===== src/rtl/moore_overlap_1010.sv =====
// moore_overlap_1010: Moore FSM detecting serial 1010 with overlap; y high while in S4.
module moore_overlap_1010 (
    output logic y,
    input  logic clock,
    input  logic reset,
    input  logic x
);
    typedef enum logic [2:0] {S0 = 3'd0, S1 = 3'd1, S2 = 3'd2, S3 = 3'd3, S4 = 3'd4} state_t;
    state_t r_state;
    state_t w_next;
    always_comb begin
        w_next = S0;
        case (r_state)
            S0: w_next = x ? S1 : S0;
            S1: w_next = x ? S1 : S2;
            S2: w_next = x ? S3 : S0;
            S3: w_next = x ? S1 : S4;
            S4: w_next = x ? S3 : S0;
            default: w_next = S0;
        endcase
    end
    // y is registered alongside the state so it always equals (state == S4)
    always_ff @(posedge clock) begin
        if (!reset) begin
            r_state <= S0;
            y       <= 1'b0;
        end else begin
            r_state <= w_next;
            y       <= (w_next == S4);
        end
    end
endmodule


===== config.mk =====
export PLATFORM = sky130hd
export DESIGN_NAME = moore_overlap_1010
export DESIGN_NICKNAME = d
export VERILOG_FILES = /design/src/rtl/moore_overlap_1010.sv
export SDC_FILE = /design/constraint.sdc
export NUM_CORES = 1
export LEC_CHECK = 0
export BUFFER_PORTS_ARGS = -buffer_cell sky130_fd_sc_hd__buf_2
export CORE_AREA = 4 4 41 43
export CTS_CLUSTER_DIAMETER = 200
export DETAILED_ROUTE_END_ITERATION = 7
export DIE_AREA = 0 0 45 47
export GPL_TIMING_DRIVEN = 0
export PLACE_DENSITY_LB_ADDON = 0.25
export SLEW_MARGIN = 20
export SYNTH_ARGS = -nofsm -noshare
export SYNTH_HDL_FRONTEND = slang
export SYNTH_SLANG_ARGS = --single-unit

===== constraint.sdc =====
create_clock -name clock -period 1 [get_ports clock]
set_input_delay 0.15 -clock clock [delete_from_list [all_inputs] [get_ports clock]]
set_output_delay 0.15 -clock clock [all_outputs]
set_load 0.01 [all_outputs]

==> metrics.txt, run 1 <==
pwr dens 1880 nW/um^2; Wirelength per Cell 7.41 um; min cycle time layout 0.834 ns; vias in the first global route 123; Max-Cap Viols 0; Post-CTS Resized 0; reg2reg path depth 2; part of the power in registers 43.7%; area share of fa/ha/maj cells after synthesis 0%; cells after synthesis 13; clock buffer depth 2; CTS tree done; switching share of power 19.6%; nets 24; DIE AREA 2120 um^2; Worst Tran Pin Value 0.191 ns; syn_nets 16; number of setup violations in the final report 0; initial antenna violation count 0; Synth Area in Simple Gates 27.1%; Hold/Removal Path Class in2reg; maximum vdd drop 0.000728 V; Setup TNS 0 ns; CP arrival 0.95 ns; TritonCTS Sinks 4; critical-path maximum fanout 3; number of DRC markers in iteration 0 3; # DRC 0; Pint 308 uW; LEAKAGE 0.0000992 uW; vias after detailed routing 106; met2 wire length 81 um; first-pass GRT wire length 462 um; CTS root buf clkbuf_4; FP Rows 13; Seq/Total Area, Yosys 54.2%; combinational family with the most area after synthesis simple AND/OR/NAND/NOR gates; yosys warns 0; total gr overflow 0; switching power 75.3 uW; critical path class reg2reg; Worst-path clk slew 0.04 ns; total power 383 uW; post-cts hold buffer count 0; final period utilization 83.4%; max_slew headroom 87.2%; Final GP Congestion 0.667; Startpoint Class flop; clock share of power 52.1%; die width 45 um; Comb pwr share 4.2%; post-CTS setup buffers 0; required time worst endpoint 1.12 ns; Std-Cell Core Area 1300 um^2; RSZ-0062 raised after global routing no; post-route ant nets 0; syn avg cell area 11.4 um^2; number of port buffers 3; metal3 WL 37 um; Final Hold Viols 0; Inserted Clock Buffers 3; post-synth cell types 8; fmax 1200 MHz; Vias/cell 3.12; H-tree level count 1; Syn-to-layout area delta 38.1%; final worst slack 0.166 ns; Chip Height 47 um; Initial DRT Pass Iterations 2; share of cells above drive strength 1 36.8%; GR Util All Layers 3.87%; Final Skew 0.00499 ns; Cell Area, Synth 148 um^2; post-synthesis compound-gate area fraction 10.2%; mux cell area share after synthesis 0%; I/O Pins 4; Clk Latency, worst-skew pair 0.24 ns; max-slew violation count 0; Routed WL 252 um; Top Metal Used met3; outcome completed; Core Util, Final 15.7%; worst hold path depth 2; Critical Path End Type flop; starting density of the core 11.3%; wl on met1 134 um; #FFs+latches synth 4; pre-CTS setup slack 0.170 ns; largest net degree at the start of global routing 6; XOR/XNOR share of the synthesized area 5.93%; diodes inserted 0
synthesized netlist by cell type:
master	count	area (um^2)
dfxtp_1	4	80.1
and3_1	3	18.8
a32o_1	1	10.0
and3b_1	1	8.76
inv_1	1	3.75
nor3b_2	1	12.5
o21ai_0	1	5.00
xor2_1	1	8.76
worst max-delay path, stage by stage (launching register included):
cell and delay [ns]:
dfxtp_1 0.31, nor3b_2 0.16, a32o_1 0.25
metrics by stage:
step           hold slack, ns  std cells  cell area (um^2)
2_1_floorplan           0.296         13               148
3_3_place_gp            0.416         31               181
3_5_place_dp            0.415         31               181
4_1_cts                 0.166         34               204
5_1_grt                 0.182         34               204
6_report                0.172         34               204
power by group through the flow:
stage	combinational [uW]	sequential (uW)	clock, uW
6_report	15.9	168	200
2_1_floorplan	8.51	169	0
3_3_place_gp	15.8	170	0
4_1_cts	16.1	168	208
3_5_place_dp	16.1	170	0
5_1_grt	18.6	168	227
state kept, by name, summed over array words and instances (netlist names):
register	cells
r_state	3
y	1
logic make-up after synthesis:
kind of cell              Yosys count
and+or+nand+nor                     5
AOI/OAI and AO/OA                   2
DFF                                 4
buffers and inverters               1
xor gates and xnor gates            1
layer usage:
metal	up-vias	global-route usage, %
li1	60	-
met1	41	3.42
met2	5	3.67
met3	0	6.90
met4	0	1.75
met5	-	0
cell type report:
class	count	area [um^2]
clock buffer	3	22.5
fill	151	1100
inverter	1	3.75
multi-input combinational	8	63.8
sequential	4	80.1
tap	15	18.8
timing repair buffer	3	15.0
placed cells by master (no fill, tap or decap), drive strengths merged:
| master | synthesis | routed |
|---|---|---|
| nor3b | 1 | 1 |
| clkbuf | 0 | 3 |
| o21ai | 1 | 1 |
| and3 | 3 | 3 |
| xor2 | 1 | 1 |
| dfxtp | 4 | 4 |
| buf | 0 | 3 |
| inv | 1 | 1 |
| a32o | 1 | 1 |
| and3b | 1 | 1 |
final timing paths:
kind | from | to | slack, ns
worst max-delay path | r_state[0] | r_state[1] | 0.17
worst min-delay path | x | r_state[0] | 0.17
worst max register to register | r_state[0] | r_state[1] | 0.17
worst min register to register | r_state[1] | y | 0.52
No activity file was read; power rests on OpenSTA's default activity.
==> run 2, diff against run 1 <==
==> constraint.sdc (replaced) <==
create_clock -name clock -period 0.8 [get_ports clock]
set_input_delay 0.12 -clock clock [delete_from_list [all_inputs] [get_ports clock]]
set_output_delay 0.12 -clock clock [all_outputs]
set_load 0.01 [all_outputs]
==> run 2 against run 1 <==
Clock skew is essentially flat. Non-clock buffer count stayed put. The run now ends with setup timing left. Die area stayed put. Critical path depth did not move. Critical path type unchanged. Cell count stayed put. Worst setup slack worse by 0.17 ns. Register-to-register slack got worse by 0.17 ns. Total power rose by 26%.
==> metrics.txt, run 2 (synthesis gave the netlist of run 1 again) <==
worst path bufs/invs 0 (unchanged); first-pass GRT wire length 462 um (unchanged); critical-path maximum fanout 3 (unchanged); vias after detailed routing 110 (+3.8%); Routed WL 270 um (+7.1%); total gr overflow 0 (unchanged); Hold/Removal Path Class in2reg; min cycle time layout 0.809 ns (-0.0255 ns); Max-Cap Viols 0 (unchanged); delay of the slowest cell on the worst path 0.32 ns (about the same); Std-Cell Core Area 1300 um^2 (unchanged); LEAKAGE 0.000101 uW (+1.9%); critical path class reg2reg; largest net degree at the start of global routing 6 (unchanged); final worst slack -0.00894 ns (-0.174 ns); nets 24 (unchanged); Chip Height 47 um (unchanged); CTS tree done; R2R Setup Slk -0.009 ns (-0.17 ns); Final Hold Viols 0 (unchanged); Setup TNS -0.00894 ns (-0.00894 ns); # DRC 0 (unchanged); max-slew violation count 0 (unchanged); Clk Latency, worst-skew pair 0.24 ns (about the same); biggest regs r_state (3), y (1); pwr dens 2260 nW/um^2 (+20%); RSZ-0062 raised after global routing yes; number of DRC markers in iteration 0 2 (-1); Worst Tran Pin Value 0.201 ns (+0.0106 ns); final period utilization 101% (+18 points); FP Rows 13 (unchanged); pre-CTS setup slack -0.0298 ns (-0.200 ns); Vias/cell 3.24 (+3.8%); Final Skew 0.00484 ns (-0.000150 ns); Wirelength per Cell 7.94 um (+7.1%); post-cts hold buffer count 0 (unchanged); Critical Path End Type flop; DIE AREA 2120 um^2 (unchanged); Syn-to-layout area delta 44.9%; initial antenna violation count 0 (unchanged); CP arrival 0.93 ns (-0.02 ns); I/O Pins 4 (unchanged); number of setup violations in the final report 1 (+1); most frequent cells in the layout and3_1 (3), clkbuf_4 (3), dfxtp_2 (3), buf_2 (2); post-route ant nets 0 (unchanged); max reg flops 3 (unchanged); clock buffer depth 2 (unchanged); Final GP Congestion 0.667 (unchanged); Worst-path clk slew 0.04 ns (about the same); failing checks setup timing; max_slew headroom 86.5% (-0.71 points); Startpoint Class flop; Inserted Clock Buffers 3 (unchanged); CTS root buf clkbuf_4; CP delay by family, top flip-flops; Critical-path top delay cell dfxtp_2; share of cells above drive strength 1 52.6% (+16 points); H-tree level count 1 (unchanged); fmax 1240 MHz (+3.2%); sequential cell area 83.8 um^2 (+4.7%); TritonCTS Sinks 4 (unchanged); Multi-input gate area 63.8 um^2 (unchanged); Critical Path, Cell by Cell and3b_1, a32o_1; total power 483 uW (+26%); die width 45 um (unchanged); maximum vdd drop 0.000894 V (+23%); required time worst endpoint 0.92 ns (-0.20 ns); starting density of the core 11.3% (unchanged); outcome complete, but fails checks; Biggest register r_state; GR Util All Layers 3.87% (unchanged); vias in the first global route 123 (unchanged); Fillers 148 (-2.0%); diodes inserted 0 (unchanged); number of port buffers 3 (unchanged); Initial DRT Pass Iterations 2 (unchanged)
run 2: cell counts in the layout (fill, tap and decap cells not counted):
Identical to the previous run, type by type.
run 2: metrics by stage:
step / utilization, % / area [um^2] / std cells / hold slack, ns
after detailed placement: 13.9 / 181 / 31 / 0.385
final: 16.4 / 214 / 34 / 0.141
after global routing: 16.4 / 214 / 34 / 0.150
after global placement: 13.9 / 181 / 31 / 0.386
after floorplan: - / 148 / 13 / 0.266
after CTS: 15.8 / 205 / 34 / 0.136
run 2: final cells by class:
class,instances,area share (%)
inverter,1,1.75
tap,15,8.77
sequential,4,39.2
multi-input combinational,8,29.8
timing repair buffer,3,9.94
clock buffer,3,10.5
run 2: power breakdown:
part	switching, uW	internal (uW)
combinational	8.66	11.7
clock	84.7	168
sequential	3.80	206
total	97.1	386
run 2: routing by layer:
| layer | routed length (um) | track usage [%] | vias to the layer above | share of wire [%] |
|---|---|---|---|---|
| li1 | - | - | 60 | - |
| met1 | 122 | 3.42 | 44 | 45 |
| met2 | 91 | 3.67 | 6 | 34 |
| met3 | 56 | 6.90 | 0 | 21 |
| met4 | 0 | 1.75 | 0 | 0 |
| met5 | 0 | 0 | - | 0 |
run 2: final timing paths:
check	startpoint	cells past startpoint	end
min reg2reg	r_state[1]	1	y
min	x	2	r_state[0]
max reg2reg	r_state[0]	2	r_state[1]
max	r_state[0]	2	r_state[1]
run 2: what timing repair did:
action	in CTS	in global routing
resized for setup	1	3
endpoints found under the setup margin	1	5
buffers inserted	0	0
pin swaps	1	2
